### src/rtl/video_pattern_gen.sv
// video_pattern_gen: raster timing generator with four selectable test patterns,
// frame counter and frame-done pulse.
module video_pattern_gen #(
    parameter int IMG_HDISP  = 640,
    parameter int IMG_VDISP  = 480,
    parameter int H_FRONT    = 16,
    parameter int H_SYNC     = 96,
    parameter int H_BACK     = 48,
    parameter int V_FRONT    = 10,
    parameter int V_SYNC     = 2,
    parameter int V_BACK     = 33,
    parameter int DATA_WIDTH = 24
) (
    input  logic                  clk,
    input  logic                  rst_n,
    input  logic                  en,
    input  logic [1:0]            pattern_sel,
    input  logic [23:0]           solid_rgb,
    output logic                  video_vsync,
    output logic                  video_hsync,
    output logic                  video_de,
    output logic [DATA_WIDTH-1:0] video_data,
    output logic [15:0]           frame_cnt,
    output logic                  frame_done
);
    localparam logic [15:0] HT  = 16'(H_SYNC + H_BACK + IMG_HDISP + H_FRONT);
    localparam logic [15:0] HAS = 16'(H_SYNC + H_BACK);
    localparam logic [15:0] HAE = 16'(H_SYNC + H_BACK + IMG_HDISP);
    localparam logic [15:0] HS  = 16'(H_SYNC);
    localparam logic [15:0] VT  = 16'(V_SYNC + V_BACK + IMG_VDISP + V_FRONT);
    localparam logic [15:0] VAS = 16'(V_SYNC + V_BACK);
    localparam logic [15:0] VAE = 16'(V_SYNC + V_BACK + IMG_VDISP);
    localparam logic [15:0] VS  = 16'(V_SYNC);
    localparam logic [15:0] BW  = 16'(IMG_HDISP / 8);

    typedef enum logic {IDLE, RUN} state_t;

    state_t      state;
    logic [15:0] h_cnt, v_cnt, bar_sub;
    logic [2:0]  bar;
    logic [1:0]  pat;
    logic [23:0] solid, bar_rgb, pix;
    logic [7:0]  x;
    logic        y_bit3, active, h_end, v_end, bar_step;

    assign x        = 8'(h_cnt - HAS);
    assign y_bit3   = 1'((v_cnt - VAS) >> 3);
    assign active   = h_cnt >= HAS && h_cnt < HAE && v_cnt >= VAS && v_cnt < VAE;
    assign h_end    = h_cnt == HT - 16'd1;
    assign v_end    = v_cnt == VT - 16'd1;
    assign bar_step = h_cnt >= HAS && h_cnt < HAE - 16'd1;
    // Bar colours follow directly from the bar index bits.
    assign bar_rgb  = {{8{~bar[1]}}, {8{~bar[2]}}, {8{~bar[0]}}};

    always_comb begin
        pix = pat == 2'd0 ? solid :
              pat == 2'd1 ? bar_rgb :
              pat == 2'd2 ? {3{x}} :
              {24{x[3] ^ y_bit3 ^ frame_cnt[0]}};
    end

    always_ff @(posedge clk or negedge rst_n) begin
        if (!rst_n) begin
            state       <= IDLE;
            h_cnt       <= '0;
            v_cnt       <= '0;
            bar         <= '0;
            bar_sub     <= '0;
            pat         <= '0;
            solid       <= '0;
            video_vsync <= 1'b0;
            video_hsync <= 1'b0;
            video_de    <= 1'b0;
            video_data  <= '0;
            frame_cnt   <= '0;
            frame_done  <= 1'b0;
        end else if (state == IDLE) begin
            h_cnt       <= '0;
            v_cnt       <= '0;
            bar         <= '0;
            bar_sub     <= '0;
            video_vsync <= 1'b0;
            video_hsync <= 1'b0;
            video_de    <= 1'b0;
            video_data  <= '0;
            frame_done  <= 1'b0;
            if (en) begin
                state <= RUN;
                pat   <= pattern_sel;
                solid <= solid_rgb;
            end
        end else begin
            video_hsync <= h_cnt < HS;
            video_vsync <= v_cnt < VS;
            video_de    <= active;
            video_data  <= active ? DATA_WIDTH'(pix) : '0;
            h_cnt       <= h_end ? '0 : h_cnt + 16'd1;
            if (h_end)
                v_cnt <= v_end ? '0 : v_cnt + 16'd1;
            // Bar index tracks x without a divider: sub-count resets outside the active span.
            bar_sub     <= !bar_step || bar_sub == BW - 16'd1 ? '0 : bar_sub + 16'd1;
            bar         <= !bar_step ? '0 : bar_sub == BW - 16'd1 ? bar + 3'd1 : bar;
            frame_done  <= h_end && v_end;
            if (h_end && v_end) begin
                frame_cnt <= frame_cnt + 16'd1;
                pat       <= pattern_sel;
                solid     <= solid_rgb;
                if (!en)
                    state <= IDLE;
            end
        end
    end
endmodule

### config.mk
export PLATFORM = sky130hd
export DESIGN_NAME = video_pattern_gen
export DESIGN_NICKNAME = d
export VERILOG_FILES = /design/src/rtl/video_pattern_gen.sv
export SDC_FILE = /design/constraint.sdc
export NUM_CORES = 1
export LEC_CHECK = 0
export ABC_AREA = 1
export ABC_CLOCK_PERIOD_IN_PS = 3440
export CAP_MARGIN = 20
export CORE_MARGIN = 2
export CORE_UTILIZATION = 62
export CTS_CLUSTER_DIAMETER = 150
export DETAILED_ROUTE_END_ITERATION = 8
export DONT_BUFFER_PORTS = 1
export GPL_ROUTABILITY_DRIVEN = 0
export PLACE_DENSITY = 0.78
export SYNTH_ARGS = -nofsm -noshare
export SYNTH_HDL_FRONTEND = slang
export SYNTH_SLANG_ARGS = --single-unit
### constraint.sdc
create_clock -name clk -period 3.44 [get_ports clk]
set_input_delay 0.344 -clock clk [delete_from_list [all_inputs] [get_ports clk]]
set_output_delay 0.344 -clock clk [all_outputs]
set_load 0.03 [all_outputs]
======== Word-level counts from Yosys, hierarchy flattened ========
Index checks and enable logic that the tools add are counted.
word-level totals
  bits in registers ....................... 122
  word-level logic and storage cells ...... 79
operators by class
  add/sub/neg operators ................... 7
  magnitude comparators ................... 7
  eq/ne operators ......................... 8
  muxes and demuxes ....................... 28
  bitwise operators ....................... 5
  reduce and logical (&&, ||, !) cells .... 11
operator list
  kind                                                                                  number
  24-bit 2-to-1 mux                                                                     8
  16-bit 2-to-1 mux                                                                     7
  16-bit by 1-bit adder with 16-bit output, second input constant                       4
  16-bit by 10-bit < comparator with 1-bit output, second input constant                3
  16-bit by 10-bit == test with 1-bit output, second input constant                     2
  16-bit by 7-bit == test with 1-bit output, second input constant                      1
  16-bit by 6-bit greater-or-equal comparator with 1-bit output, second input constant  1
  16-bit by 8-bit greater-or-equal comparator with 1-bit output, second input constant  1
  16-bit by 2-bit < comparator with 1-bit output, second input constant                 1
  16-bit by 7-bit < comparator with 1-bit output, second input constant                 1
  3-bit 2-to-1 mux                                                                      3
  8-bit subtractor, second input constant                                               1
  1-bit 2-to-1 mux                                                                      7
  2-bit 2-to-1 mux                                                                      3
  1-bit logical AND                                                                     5
  2-bit by 1-bit inequality test with 1-bit output, second input constant               2
  2-bit AND reduction                                                                   2
  4-bit by 2-bit subtractor with 4-bit output, second input constant                    1
  3-bit by 1-bit adder with 3-bit output, second input constant                         1
  3-bit by 2-bit inequality test with 1-bit output, second input constant               1
  1-bit inverter                                                                        3
  2-bit by 1-bit == test with 1-bit output, second input constant                       1
  2-bit == test, second input constant                                                  1
  2-bit logical NOT                                                                     1
  other kinds (4)                                                                       5

======== Depth between registers and ports, before layout ========
  depth after elaboration ................. 8
  depth in mapped cells ................... 12
  mapped depth without buffers ............ 11

======== Least setup slack after synthesis ========
OpenSTA, ideal clock, no wires.
  path kind ............................... reg2reg
  start ................................... register h_cnt[4]
  end ..................................... register video_data[14]
  library setup time ...................... 0.077 ns
  data arrival time ....................... 1.550 ns
  required time ........................... 3.363 ns
  setup slack ............................. 1.812 ns
  stages on the path, launching flop included .. 13
  cell sequence ........................... dfrtp_1 > inv_1 > ha_1 > inv_1 > nor2_1 > o21ai_1 > nand2_1 > nand2_1 > nand2_2 > nor2_8 > nand2_4 > buf_6 > a21oi_1
on the way
  cells in the longest elaborated chain, start to end .. 6
  elaborated cells between the ends (all ways) .. 11
RTL lines
  element                                                 line    text
  start: declaration                                      39      logic [15:0] h_cnt, v_cnt, bar_sub;
  start signal: assignment                                97      h_cnt <= h_end ? '0 : h_cnt + 16'd1;
  8-bit subtractor, or another cell as far along          46      assign x = 8'(h_cnt - HAS);
  24-bit 2-to-1 mux or 1-bit logical AND (tied branches)  58, 48
  24-bit 2-to-1 mux or 1-bit logical AND (tied branches)  57, 48
  24-bit 2-to-1 mux or 1-bit logical AND (tied branches)  56, 48
  24-bit 2-to-1 mux *                                     96      video_data <= active ? DATA_WIDTH'(pix) : '0;
  24-bit 2-to-1 mux *                                     77      end else if (state == IDLE) begin
  end signal: assignment                                  96
  end: declaration                                        22      output logic [DATA_WIDTH-1:0] video_data,
Every way passes the cells marked *; elsewhere a longest branch is shown, timed or not.
A chain may end at the register's enable or synchronous reset.

======== Final worst setup path ========
  start ................................... register h_cnt[0]
  end ..................................... register solid[23]
on the way
  cells in the longest elaborated chain, start to end .. 4
RTL lines
  element                                                     line  text
  16-bit by 10-bit == test with 1-bit output                  49    assign h_end = h_cnt == HT - 16'd1;
  1-bit logical AND                                           104   if (h_end && v_end) begin
  2-bit by 1-bit inequality test with 1-bit output (no line)  -
  2-bit AND reduction (no line)                               -
  end signal: assignment                                      90    solid <= solid_rgb;
  end signal: assignment                                      107   solid <= solid_rgb;
  end: declaration                                            42    logic [23:0] solid, bar_rgb, pix;
No other way between the ends.

==> out/metrics.yaml <==
grt:
  grt_util_all_layers_pct: 29.7
  pin_count_of_the_biggest_net_entering_global_routing: 123
  grt_pass1_wl_um: 26600
  grt_antenna_before_repair: 0
  first_global_vias: 5532
  gr-total-overflow: 0
clock_tree:
  cts_sinks: 122
  cts_buffers: 17
  clk_slew_on_worst_s_h_paths_ns: 0.06
  cts.repair_timing.setup_buffer_count: 0
  cts-htree-levels: 4
  cts_buffer_depth: 2
  tritoncts: "built"
  clkLatencyLatePin_ns: 0.54
  clockRootBuffer: "sky130_fd_sc_hd__clkbuf_8"
run_status:
  run_status: "completed"
sta:
  timing.final.crit_period_ns: 2.42
  timing.max_slew.rel_slack_pct: 51.5
  totalNegativeSetupSlack_ns: 0
  timing.final.crit_share_pct: 70.3
  fmax_mhz: 413
  skew_ns: 0.0101
  number_of_max_slew_violations_in_the_final_report: 0
  report.final.setup_viol: 0
  postLayoutSetupSlackWorst_ns: 1.02
  unrepaired_setup_endpoints_after_global_routing: "false"
  hold_violations: 0
  worst_slew_pin_slew_ns: 0.726
routing:
  drt_first_iter_violations: 722
  dr.pass1.iters: 6
  drt.antenna.violating_nets: 0
  wl_per_cell_um: 15.2
  drt-total-wl_um: 15800
  via_count: 5781
  drt-vias-per-instance: 5.57
  detail_route.drc_violations: 0
logic_synthesis:
  postSynthRegisterBits: 122
  yosys.cell_count.top_type: "sky130_fd_sc_hd__nand2_1"
  synth_common_cells: "233 x sky130_fd_sc_hd__nand2_1, 122 x sky130_fd_sc_hd__dfrtp_1, 107 x sky130_fd_sc_hd__nor2_1, 96 x sky130_fd_sc_hd__inv_1, 90 x sky130_fd_sc_hd__nand3_1"
  yosys_warnings: 0
  ys_types: 36
  yosysTopAreaCellShare_pct: 46.5
  avgSynthCellArea_sq_um: 7.62
  synth_top_cells_by_area: "sky130_fd_sc_hd__dfrtp_1 47%, sky130_fd_sc_hd__nand2_1 13%, sky130_fd_sc_hd__nand3_1 6.9%"
  ys_dominant_reg_cell: "sky130_fd_sc_hd__dfrtp_1"
  ys_async_sr_fraction_pct: 100
  synth_area_sq_um: 6560
  synth_fp_nets: 900
  synth_edf_count: 0
  number_of_instances_in_the_synthesized_netlist: 861
  yosys.area.top_type: "sky130_fd_sc_hd__dfrtp_1"
  yosysSeqAreaShare_pct: 46.5
cells_and_area:
  nNetsFinal: 929
  finish.instance_area_sq_um: 7550
  flow.area_growth_from_synthesis_pct: 15.1
  ant_diodes: 0
  post_route_cells_drive_above_1_share_pct: 9.09
floorplanning:
  fp.dieH_um: 107
  core_sq_um: 10300
  die_area_sq_um: 11400
  io_pins: 73
  die-width_um: 107
  row_count: 37
  initial_utilization_pct: 63.6
setup_path:
  setup.worst_path.end_class: "flip-flop"
  arrival_time_reported_for_the_critical_path_endpoint_ns: 2.89
  worstPathCellList: "ha_1 > nand3_1 > nor2_2 > nand3_2 > clkinv_2 > nand3_4 > nand2_4 > nand2_1 > nand2_1"
  crit_fanout: 46
  crit_required_ns: 3.91
  cp-startpoint: "h_cnt[0]"
  startpoint_type: "flip-flop"
  cpMostUsedCell: "sky130_fd_sc_hd__nand2_1"
  critical_path.max_stage_delay_ns: 0.51
  worst_r2r_startpoint: "h_cnt[0]"
  slowest_stage: "sky130_fd_sc_hd__nand2_4"
  crit_type: "flip-flop to flip-flop"
power_and_ir_drop:
  design_power_total_mw: 4.12
  pwr_density_cell_nw_per_um2: 545
  static-leakage-power_nw: 3.68
  vdd_ir_drop_max_mv: 0.419
placement:
  place_hpwl_um: 10200
  detailedPlace.worstSlack_ns: 1.04
  post_dp_cell_area_sq_um: 6620
  buffer_ports.inserted: 0
hold_path:
  hold_start: "en"
  worstHoldPathType: "primary input to flip-flop"
run:
  max_cap_violations: 0
## timing repair
item,in CTS,in global routing
hold endpoints to repair,149,0
gates resized for setup,0,0
hold buffers,29,0
endpoints found under the setup margin,0,0
## routing by layer
layer,GRT usage [%],routed length [um],part of all wire (%)
met5,0,0,0
met4,10.0,341,2.2
met3,8.15,1190,7.5
met2,48.0,7680,49
met1,39.0,6570,42
## worst paths after layout
check                                       to  depth (start not counted)  slack, ns
min in group asynchronous            v_cnt[14]                          2       0.43
worst max-delay path                 solid[23]                          9       1.02
worst min register to register      bar_sub[0]                          1       0.46
max in group asynchronous       video_data[17]                          2       2.52
worst min-delay path                    pat[1]                          4       0.28
worst max register to register       solid[23]                          9       1.02
## sequential cells by signal, indices dropped and copies added (netlist names)
signal,cells
solid,24
video_data,24
bar_sub,16
frame_cnt,16
h_cnt,16
v_cnt,16
bar,3
pat,2
frame_done,1
state,1
video_de,1
video_hsync,1
video_vsync,1
## where the power goes
part / internal (mW) / switching (mW)
Clock: 1.27 / 0.650
Sequential: 1.52 / 0.0990
Combinational: 0.200 / 0.387
## cells by family after synthesis
group	Yosys count	synth area share, %
flops	122	46.5
buf+inv	125	7.93
compound gates	62	5.15
fa+ha+maj	10	1.91
simple gates	512	34.5
xor+xnor	30	4.00
## cells in the final DEF (no fill, tap or decap), types with 3 or more instances in the layout
cell type	n
sky130_fd_sc_hd__xnor2_1	13
sky130_fd_sc_hd__nand2_2	13
sky130_fd_sc_hd__clkbuf_16	16
sky130_fd_sc_hd__nand4_1	12
sky130_fd_sc_hd__inv_2	6
sky130_fd_sc_hd__clkinv_2	3
sky130_fd_sc_hd__inv_1	96
sky130_fd_sc_hd__ha_1	10
sky130_fd_sc_hd__o21ai_1	6
sky130_fd_sc_hd__nor2_1	107
sky130_fd_sc_hd__nand3_2	3
sky130_fd_sc_hd__o21ai_0	24
sky130_fd_sc_hd__nor2_2	8
sky130_fd_sc_hd__a21oi_1	23
sky130_fd_sc_hd__nand2_1	233
sky130_fd_sc_hd__a21oi_2	5
sky130_fd_sc_hd__xor2_1	17
sky130_fd_sc_hd__dfrtp_1	122
sky130_fd_sc_hd__bufinv_16	5
sky130_fd_sc_hd__nand3_1	90
sky130_fd_sc_hd__or2_2	10
sky130_fd_sc_hd__nor3_1	27
sky130_fd_sc_hd__dlygate4sd3_1	28
## critical path, delay by kind of cell, from the launching register on
family	cells	cell delay, ns
adder cells (fa/ha/maj)	1	0.20
flip-flops	1	0.38
buffers and inverters	1	0.14
AND/OR/NAND/NOR	7	1.61
## through the flow
stage | hold slack [ns] | instances | utilization, %
2_1_floorplan | 0.0484 | 861 | -
3_3_place_gp | 0.0532 | 978 | 64.1
3_5_place_dp | 0.0516 | 978 | 64.1
4_1_cts | 0.266 | 1038 | 73.2
5_1_grt | 0.283 | 1038 | 73.2
6_report | 0.278 | 1038 | 73.2
## final cells by class
cell class	count	area [sq um]
inverter	105	395
sequential	122	3050
fill	742	2770
multi-input combinational	614	2990
tap	136	170
clock buffer	20	435
clock inverter	11	194
timing repair buffer	30	315
Power figures use the tool's default switching activity.
